===== config.mk =====
export PLATFORM = sky130hd
export DESIGN_NAME = status_uart_tx_flat
export DESIGN_NICKNAME = d
export VERILOG_FILES = /design/src/rtl/status_tx_pkg.sv /design/src/rtl/status_uart_tx_if.sv /design/src/rtl/uart_tx_byte.sv /design/src/rtl/status_uart_tx.sv /design/src/flat_wrapper.sv
export SDC_FILE = /design/constraint.sdc
export NUM_CORES = 1
export LEC_CHECK = 0
export BUFFER_PORTS_ARGS = -buffer_cell sky130_fd_sc_hd__clkbuf_2
export CAP_MARGIN = 10
export CORE_MARGIN = 10
export CORE_UTILIZATION = 45
export DETAILED_ROUTE_END_ITERATION = 10
export HOLD_SLACK_MARGIN = 0.02
export PLACE_DENSITY = 0.67
export RECOVER_POWER = 25
export SYNTH_ARGS = -nofsm -noshare
export SYNTH_HDL_FRONTEND = slang
export SYNTH_SLANG_ARGS = --single-unit

===== constraint.sdc =====
create_clock -name clk -period 3.5 [get_ports clk]
set_clock_uncertainty 0.15 [all_clocks]
set_input_delay 0.175 -clock clk [delete_from_list [all_inputs] [get_ports clk]]
set_output_delay 0.175 -clock clk [all_outputs]
set_load 0.01 [all_outputs]

===== src/rtl/status_tx_pkg.sv =====
// Shared types and constants for the status UART transmitter.
// STATUS_TX_PARITY_EN adds the PARITY state to the byte FSM.
package status_tx_pkg;

  localparam int unsigned FRAME_LEN = 9;
  localparam int unsigned DATA_BITS = 8;

  localparam logic [7:0] ASCII_P  = 8'h50;
  localparam logic [7:0] ASCII_M  = 8'h4D;
  localparam logic [7:0] ASCII_SP = 8'h20;
  localparam logic [7:0] ASCII_CR = 8'h0D;
  localparam logic [7:0] ASCII_LF = 8'h0A;

  typedef enum logic [2:0] {
    IDLE   = 3'd0,
    START  = 3'd1,
    DATA   = 3'd2,
`ifdef STATUS_TX_PARITY_EN
    PARITY = 3'd3,
`endif
    STOP   = 3'd4
  } txState_t;

  // Uppercase ASCII hex digit for one nibble.
  function automatic logic [7:0] nibbleToAscii(input logic [3:0] nib);
    if (nib < 4'd10) begin
      return 8'h30 + {4'h0, nib};
    end
    return 8'h37 + {4'h0, nib};
  endfunction

endpackage


===== src/rtl/status_uart_tx_if.sv =====
// Request/status bundle between a status source and status_uart_tx.
interface status_uart_tx_if;

  logic       send;
  logic [7:0] player_hp;
  logic [7:0] mon_hp;
  logic       tx;
  logic       busy;
  logic       done;

  modport master (
    output send, player_hp, mon_hp,
    input  tx, busy, done
  );

  modport slave (
    input  send, player_hp, mon_hp,
    output tx, busy, done
  );

endinterface


===== src/rtl/uart_tx_byte.sv =====
// Serialises one byte: start bit, 8 data bits LSB first, optional even
// parity (STATUS_TX_PARITY_EN), stop bit. A load seen in the last stop
// cycle chains straight into the next start bit with no idle gap.
module uart_tx_byte
  import status_tx_pkg::*;
#(
  parameter int unsigned BIT_DIV = 10
) (
  input  logic       clk,
  input  logic       reset_n,
  input  logic       load,
  input  logic [7:0] dataByte,
  output logic       tx,
  output logic       byteDone_c
);

  localparam int unsigned CNT_W    = (BIT_DIV < 2) ? 1 : $clog2(BIT_DIV);
  localparam logic [CNT_W-1:0] CNT_LAST = CNT_W'(BIT_DIV - 1);
  localparam logic [2:0]       BIT_LAST = 3'(DATA_BITS - 1);

  txState_t         state, stateNext;
  logic [CNT_W-1:0] cnt, cntNext;
  logic [2:0]       bitIdx, bitIdxNext;
  logic [7:0]       dataQ, dataNext;
  logic             txNext;
  logic             bitEnd;

  assign bitEnd = (cnt == CNT_LAST);

  // State and datapath registers; tx is registered from the next state.
  always_ff @(posedge clk or negedge reset_n) begin
    if (!reset_n) begin
      state  <= IDLE;
      cnt    <= '0;
      bitIdx <= '0;
      dataQ  <= '0;
      tx     <= 1'b1;
    end else begin
      state  <= stateNext;
      cnt    <= cntNext;
      bitIdx <= bitIdxNext;
      dataQ  <= dataNext;
      tx     <= txNext;
    end
  end

  // Next-state, bit timing and line level.
  always_comb begin
    stateNext  = state;
    cntNext    = cnt;
    bitIdxNext = bitIdx;
    dataNext   = dataQ;
    byteDone_c = 1'b0;
    txNext     = 1'b1;

    case (state)
      IDLE: begin
        if (load) begin
          stateNext  = START;
          dataNext   = dataByte;
          cntNext    = '0;
          bitIdxNext = '0;
        end
      end
      START: begin
        if (bitEnd) begin
          stateNext = DATA;
          cntNext   = '0;
        end else begin
          cntNext = cnt + CNT_W'(1);
        end
      end
      DATA: begin
        if (bitEnd) begin
          cntNext = '0;
          if (bitIdx == BIT_LAST) begin
`ifdef STATUS_TX_PARITY_EN
            stateNext = PARITY;
`else
            stateNext = STOP;
`endif
          end else begin
            bitIdxNext = bitIdx + 3'd1;
          end
        end else begin
          cntNext = cnt + CNT_W'(1);
        end
      end
`ifdef STATUS_TX_PARITY_EN
      PARITY: begin
        if (bitEnd) begin
          stateNext = STOP;
          cntNext   = '0;
        end else begin
          cntNext = cnt + CNT_W'(1);
        end
      end
`endif
      STOP: begin
        if (bitEnd) begin
          byteDone_c = 1'b1;
          cntNext    = '0;
          bitIdxNext = '0;
          if (load) begin
            stateNext = START;
            dataNext  = dataByte;
          end else begin
            stateNext = IDLE;
            dataNext  = '0;
          end
        end else begin
          cntNext = cnt + CNT_W'(1);
        end
      end
      default: begin
        stateNext  = IDLE;
        cntNext    = '0;
        bitIdxNext = '0;
        dataNext   = '0;
      end
    endcase

    case (stateNext)
      START:   txNext = 1'b0;
      DATA:    txNext = dataNext[bitIdxNext];
`ifdef STATUS_TX_PARITY_EN
      PARITY:  txNext = ^dataNext;
`endif
      default: txNext = 1'b1;
    endcase
  end

endmodule


===== src/rtl/status_uart_tx.sv =====
// Sends "P<hh> M<hh>\r\n" status frames over UART on each accepted send.
// Frame sequencing and formatting live here; bit timing is in uart_tx_byte.
// Build option: STATUS_TX_PARITY_EN adds an even parity bit to every byte.
module status_uart_tx
  import status_tx_pkg::*;
#(
  parameter int unsigned CLK_HZ = 100000000,
  parameter int unsigned BAUD   = 9600
) (
  input  logic             clk,
  input  logic             reset_n,
  status_uart_tx_if.slave  bus
);

  localparam int unsigned BIT_DIV = CLK_HZ / BAUD;
  localparam int unsigned IDX_W   = 4;
  localparam logic [IDX_W-1:0] LAST_IDX = IDX_W'(FRAME_LEN - 1);

  logic             busyQ, busyNext;
  logic             doneQ, doneNext;
  logic [IDX_W-1:0] byteIdx, byteIdxNext;
  logic [7:0]       playerHpQ, playerHpNext;
  logic [7:0]       monHpQ, monHpNext;
  logic [IDX_W-1:0] fmtIdx_c;
  logic [7:0]       nextByte_c;
  logic             load_c;
  logic             byteDone_c;
  logic             txLine;

  // Frame byte at a given position; byte 0 is a constant so it can be
  // formatted before the HP values are captured.
  function automatic logic [7:0] frameByte(input logic [IDX_W-1:0] idx,
                                           input logic [7:0] pHp,
                                           input logic [7:0] mHp);
    case (idx)
      4'd0:    return ASCII_P;
      4'd1:    return nibbleToAscii(pHp[7:4]);
      4'd2:    return nibbleToAscii(pHp[3:0]);
      4'd3:    return ASCII_SP;
      4'd4:    return ASCII_M;
      4'd5:    return nibbleToAscii(mHp[7:4]);
      4'd6:    return nibbleToAscii(mHp[3:0]);
      4'd7:    return ASCII_CR;
      default: return ASCII_LF;
    endcase
  endfunction

  assign fmtIdx_c   = busyQ ? IDX_W'(byteIdx + IDX_W'(1)) : '0;
  assign nextByte_c = frameByte(fmtIdx_c, playerHpQ, monHpQ);

  assign bus.tx   = txLine;
  assign bus.busy = busyQ;
  assign bus.done = doneQ;

  // Frame sequencing registers.
  always_ff @(posedge clk or negedge reset_n) begin
    if (!reset_n) begin
      busyQ     <= 1'b0;
      doneQ     <= 1'b0;
      byteIdx   <= '0;
      playerHpQ <= '0;
      monHpQ    <= '0;
    end else begin
      busyQ     <= busyNext;
      doneQ     <= doneNext;
      byteIdx   <= byteIdxNext;
      playerHpQ <= playerHpNext;
      monHpQ    <= monHpNext;
    end
  end

  // Accept when idle, chain the next byte at each byte end, finish after LF.
  always_comb begin
    busyNext     = busyQ;
    doneNext     = 1'b0;
    byteIdxNext  = byteIdx;
    playerHpNext = playerHpQ;
    monHpNext    = monHpQ;
    load_c       = 1'b0;

    if (!busyQ) begin
      if (bus.send) begin
        load_c       = 1'b1;
        busyNext     = 1'b1;
        byteIdxNext  = '0;
        playerHpNext = bus.player_hp;
        monHpNext    = bus.mon_hp;
      end
    end else if (byteDone_c) begin
      if (byteIdx < LAST_IDX) begin
        load_c      = 1'b1;
        byteIdxNext = byteIdx + IDX_W'(1);
      end else begin
        busyNext    = 1'b0;
        doneNext    = 1'b1;
        byteIdxNext = '0;
      end
    end
  end

  // Byte serialiser.
  uart_tx_byte #(
    .BIT_DIV (BIT_DIV)
  ) u_byte (
    .clk        (clk),
    .reset_n    (reset_n),
    .load       (load_c),
    .dataByte   (nextByte_c),
    .tx         (txLine),
    .byteDone_c (byteDone_c)
  );

endmodule


===== src/flat_wrapper.sv =====
// flat-port wrapper written by rule: the top's interface ports become plain ports
module status_uart_tx_flat import status_tx_pkg::*;
#(
  parameter int unsigned CLK_HZ = 100000000,
  parameter int unsigned BAUD   = 9600
)
  (clk, reset_n, bus_send, bus_player_hp, bus_mon_hp, bus_tx, bus_busy, bus_done);
  status_uart_tx_if bus_i ();
  input  logic clk;
  input  logic reset_n;
  input wire logic [$bits(bus_i.send)-1:0] bus_send;
  input wire logic [$bits(bus_i.player_hp)-1:0] bus_player_hp;
  input wire logic [$bits(bus_i.mon_hp)-1:0] bus_mon_hp;
  output wire logic [$bits(bus_i.tx)-1:0] bus_tx;
  output wire logic [$bits(bus_i.busy)-1:0] bus_busy;
  output wire logic [$bits(bus_i.done)-1:0] bus_done;
  assign bus_i.send = bus_send;
  assign bus_i.player_hp = bus_player_hp;
  assign bus_i.mon_hp = bus_mon_hp;
  assign bus_tx = bus_i.tx;
  assign bus_busy = bus_i.busy;
  assign bus_done = bus_i.done;
  status_uart_tx #(.CLK_HZ(CLK_HZ), .BAUD(BAUD)) u_core (.clk(clk), .reset_n(reset_n), .bus(bus_i));
endmodule

==> metrics.csv <==
metric;value;unit
p_seq_frac;0.564;
syn_inst;354;
routed_via_density;5.63;
syn-mean-instance-area;8.83;sq um
worst_setup_path_end_kind;flop;
initial_core_util;0.463;
cts_hold_buf;18;
h-tree-depth;2;
wl_per_cell;14.2;um
clkSinkCount;51;
fin_area;3530;sq um
globalRouteMet2Util;0.231;
setup_viol;0;
yosysTopAreaCell;dfrtp_1;
clock_path_buffers;2;
cts_tree;built;
antenna_cells;0;
grt_busiest_layer;met2;
p_int;828;uW
worst-endpoint-required;3.56;ns
path_max_fanout;14;
hold_ws;0.319;ns
critical_path.cell_chain;ha_1, or2_0, nor3_1, a32o_1, o31ai_1, a21oi_1, o211ai_2, a31oi_1;
fin_crit;2.79;ns
cts_setup_buffers;0;
grt_util_met1;0.178;
synth_nets;381;
setup_tns;0;ns
ys_seq_elements;51;
p_comb_frac;0.144;
power.switching;303;uW
ys.flop_type;dfrtp_1;
worst_pin_slew;1.29;ns
maxCapViolCount;0;
fill_cells;668;
clkTransAtPathRegs;0.09;ns
syn2layout_area_growth;12.9;%
async_reset_ff_frac;1.00;
rsz0062_at_grt;false;
grt.met3_usage;0.0259;
synth_enable_flop_cells;0;
row_count;30;
switching_share;0.268;
max-vdd-ir-drop;0.156;mV
core_area;6760;sq um
clock_latency;0.30;ns
critPathKind;reg2reg;
synth.yosys.seq_area_share;0.409;
grt_pass1_vias;2628;
drc_errors;0;
first_iter_violations;117;
slew_violations;0;
post_dp_cell_area;3270;sq um
io_buffers;21;
start_kind;flop;
r2r_slack;0.71;ns
antenna_found_initial;0;
cp.depth;8;
pin_count;22;
netlist_top_cells_area;dfrtp_1, o21ai_0, nand2_1;
dieWidth;103;um
ff2ff_path_depth;8;
critPathMaxStageDelay;0.52;ns
grt_pass1_wl;12.1;mm
ys_types;62;
ctsResizeCount;0;
p_leak;0.00157;uW
fmax;358;MHz
die-area;10700;sq um
clkPwrFrac;0.292;
place_congestion;0.932;
relSlewSlack;0.142;
dp.final_hpwl;4.96;mm
nets;415;
yosys_warnings;0;
fin_crit_sh;0.798;
dieHeight;103;um
routed-via-count;2639;
grt_max_degree;29;
cp_top_family;compound AO/OA/AOI/OAI gates;
hp-class;reg2reg;
status;complete, no violations;
dr.pass1.iters;5;
numCtsBuffers;5;
synth_top_area_share;0.400;
cp_num_buf_inv;0;
whs_path_depth;2;
overflow;0;
netlist_area;3130;sq um
ant_nets;0;
slowest_stage;dfrtp_1;
root_buffer;clkbuf_8;
cp_data_arrival_time;2.86;ns
report.final.hold_viol_count;0;
drive_above_1_share;0.131;
drt_wl_total;6.65;mm
powerDensity;320;nW/um^2
grt.total_usage;0.138;
## routing by layer
layer	share of wire	wire, um	vias to the layer above
met2	0.49	3230	42
met1	0.47	3130	1245
met4	0.013	89	0
met3	0.031	204	8
met5	0	0	-
li1	-	-	1344
## worst register-to-register path: cells and delay by family, from the launching register on
family / cells / cell delay, ns
flops: 1 / 0.52
compound gates: 5 / 0.84
fa+ha+maj: 1 / 0.46
simple gates: 2 / 0.74
## power groups by stage
stage          clock network, uW  logic [uW]  registers, uW
2_1_floorplan                  0         101            644
3_3_place_gp                   0         147            649
3_5_place_dp                   0         147            650
4_1_cts                      345         164            638
5_1_grt                      369         186            644
6_report                     330         162            638
## sequential cells by signal, indices dropped and copies added, names as in the netlist
register              flops
u_core.byteIdx            4
u_core.u_byte.state       3
u_core.bus.done           1
u_core.u_byte.cnt        14
u_core.u_byte.bitIdx      3
u_core.playerHpQ          8
u_core.monHpQ             8
u_core.bus.busy           1
u_core.u_byte.tx          1
u_core.u_byte.dataQ       8
## placed cells by master, fill, tap and decap left out, types with 8 or more instances in the layout
master / Yosys / routed
a21oi_1: 20 / 20
and3_1: 8 / 8
clkbuf_2: 1 / 19
dfrtp_1: 50 / 50
dlygate4sd3_1: 0 / 18
ha_1: 8 / 8
inv_1: 16 / 16
nand2_1: 45 / 45
nor2_1: 27 / 27
o21ai_0: 49 / 49
## worst paths after layout
| kind | start | to |
|---|---|---|
| worst max-delay path | u_core.byteIdx[0] | u_core.u_byte.tx |
| worst min-delay path | u_core.u_byte.dataQ[3] | u_core.u_byte.dataQ[3] |
| worst max register to register | u_core.byteIdx[0] | u_core.u_byte.tx |
| worst min register to register | u_core.u_byte.dataQ[3] | u_core.u_byte.dataQ[3] |
| max in group asynchronous | reset_n | u_core.u_byte.dataQ[1] |
| min in group asynchronous | reset_n | u_core.u_byte.cnt[7] |
## through the flow
stage / utilization / power [uW] / cells / setup slack [ns]
2_1_floorplan: - / 745 / 354 / 1.08
3_3_place_gp: 0.485 / 796 / 443 / 0.886
3_5_place_dp: 0.485 / 797 / 443 / 0.802
4_1_cts: 0.523 / 1150 / 469 / 0.752
5_1_grt: 0.522 / 1200 / 469 / 0.486
6_report: 0.522 / 1130 / 469 / 0.706
## cells by family after synthesis
| logic type | count (synthesis) | synth area share |
|---|---|---|
| AND/OR/NAND/NOR | 130 | 0.213 |
| XOR/XNOR | 9 | 0.0252 |
| buffers and inverters | 32 | 0.0468 |
| adder cells (fa/ha/maj) | 8 | 0.0320 |
| multiplexers | 12 | 0.0412 |
| flip-flops | 51 | 0.409 |
| AO/OA/AOI/OAI | 112 | 0.233 |
## final cells by class
type / count / area (sq um) / area share
well taps: 80 / 100 / 0.0284
multi-input cells: 271 / 1700 / 0.482
clock inverters: 1 / 5.00 / 0.00142
flip-flops and latches: 51 / 1280 / 0.362
inverters: 16 / 60.1 / 0.0170
clock buffers: 7 / 76.3 / 0.0216
repair buffers: 43 / 309 / 0.0876
## Yosys cell counts, types with 5 or more instances
library cell	number
nand2_1	45
o21ai_0	49
a21oi_1	20
nor3_1	7
inv_1	16
and3_1	8
mux2_2	7
clkbuf_1	8
mux2i_1	5
ha_1	8
nor2_1	27
xnor2_1	6
dfrtp_1	50
nor2b_1	5
nand2b_1	7
nand3_1	7
Power figures use the tool's default switching activity.
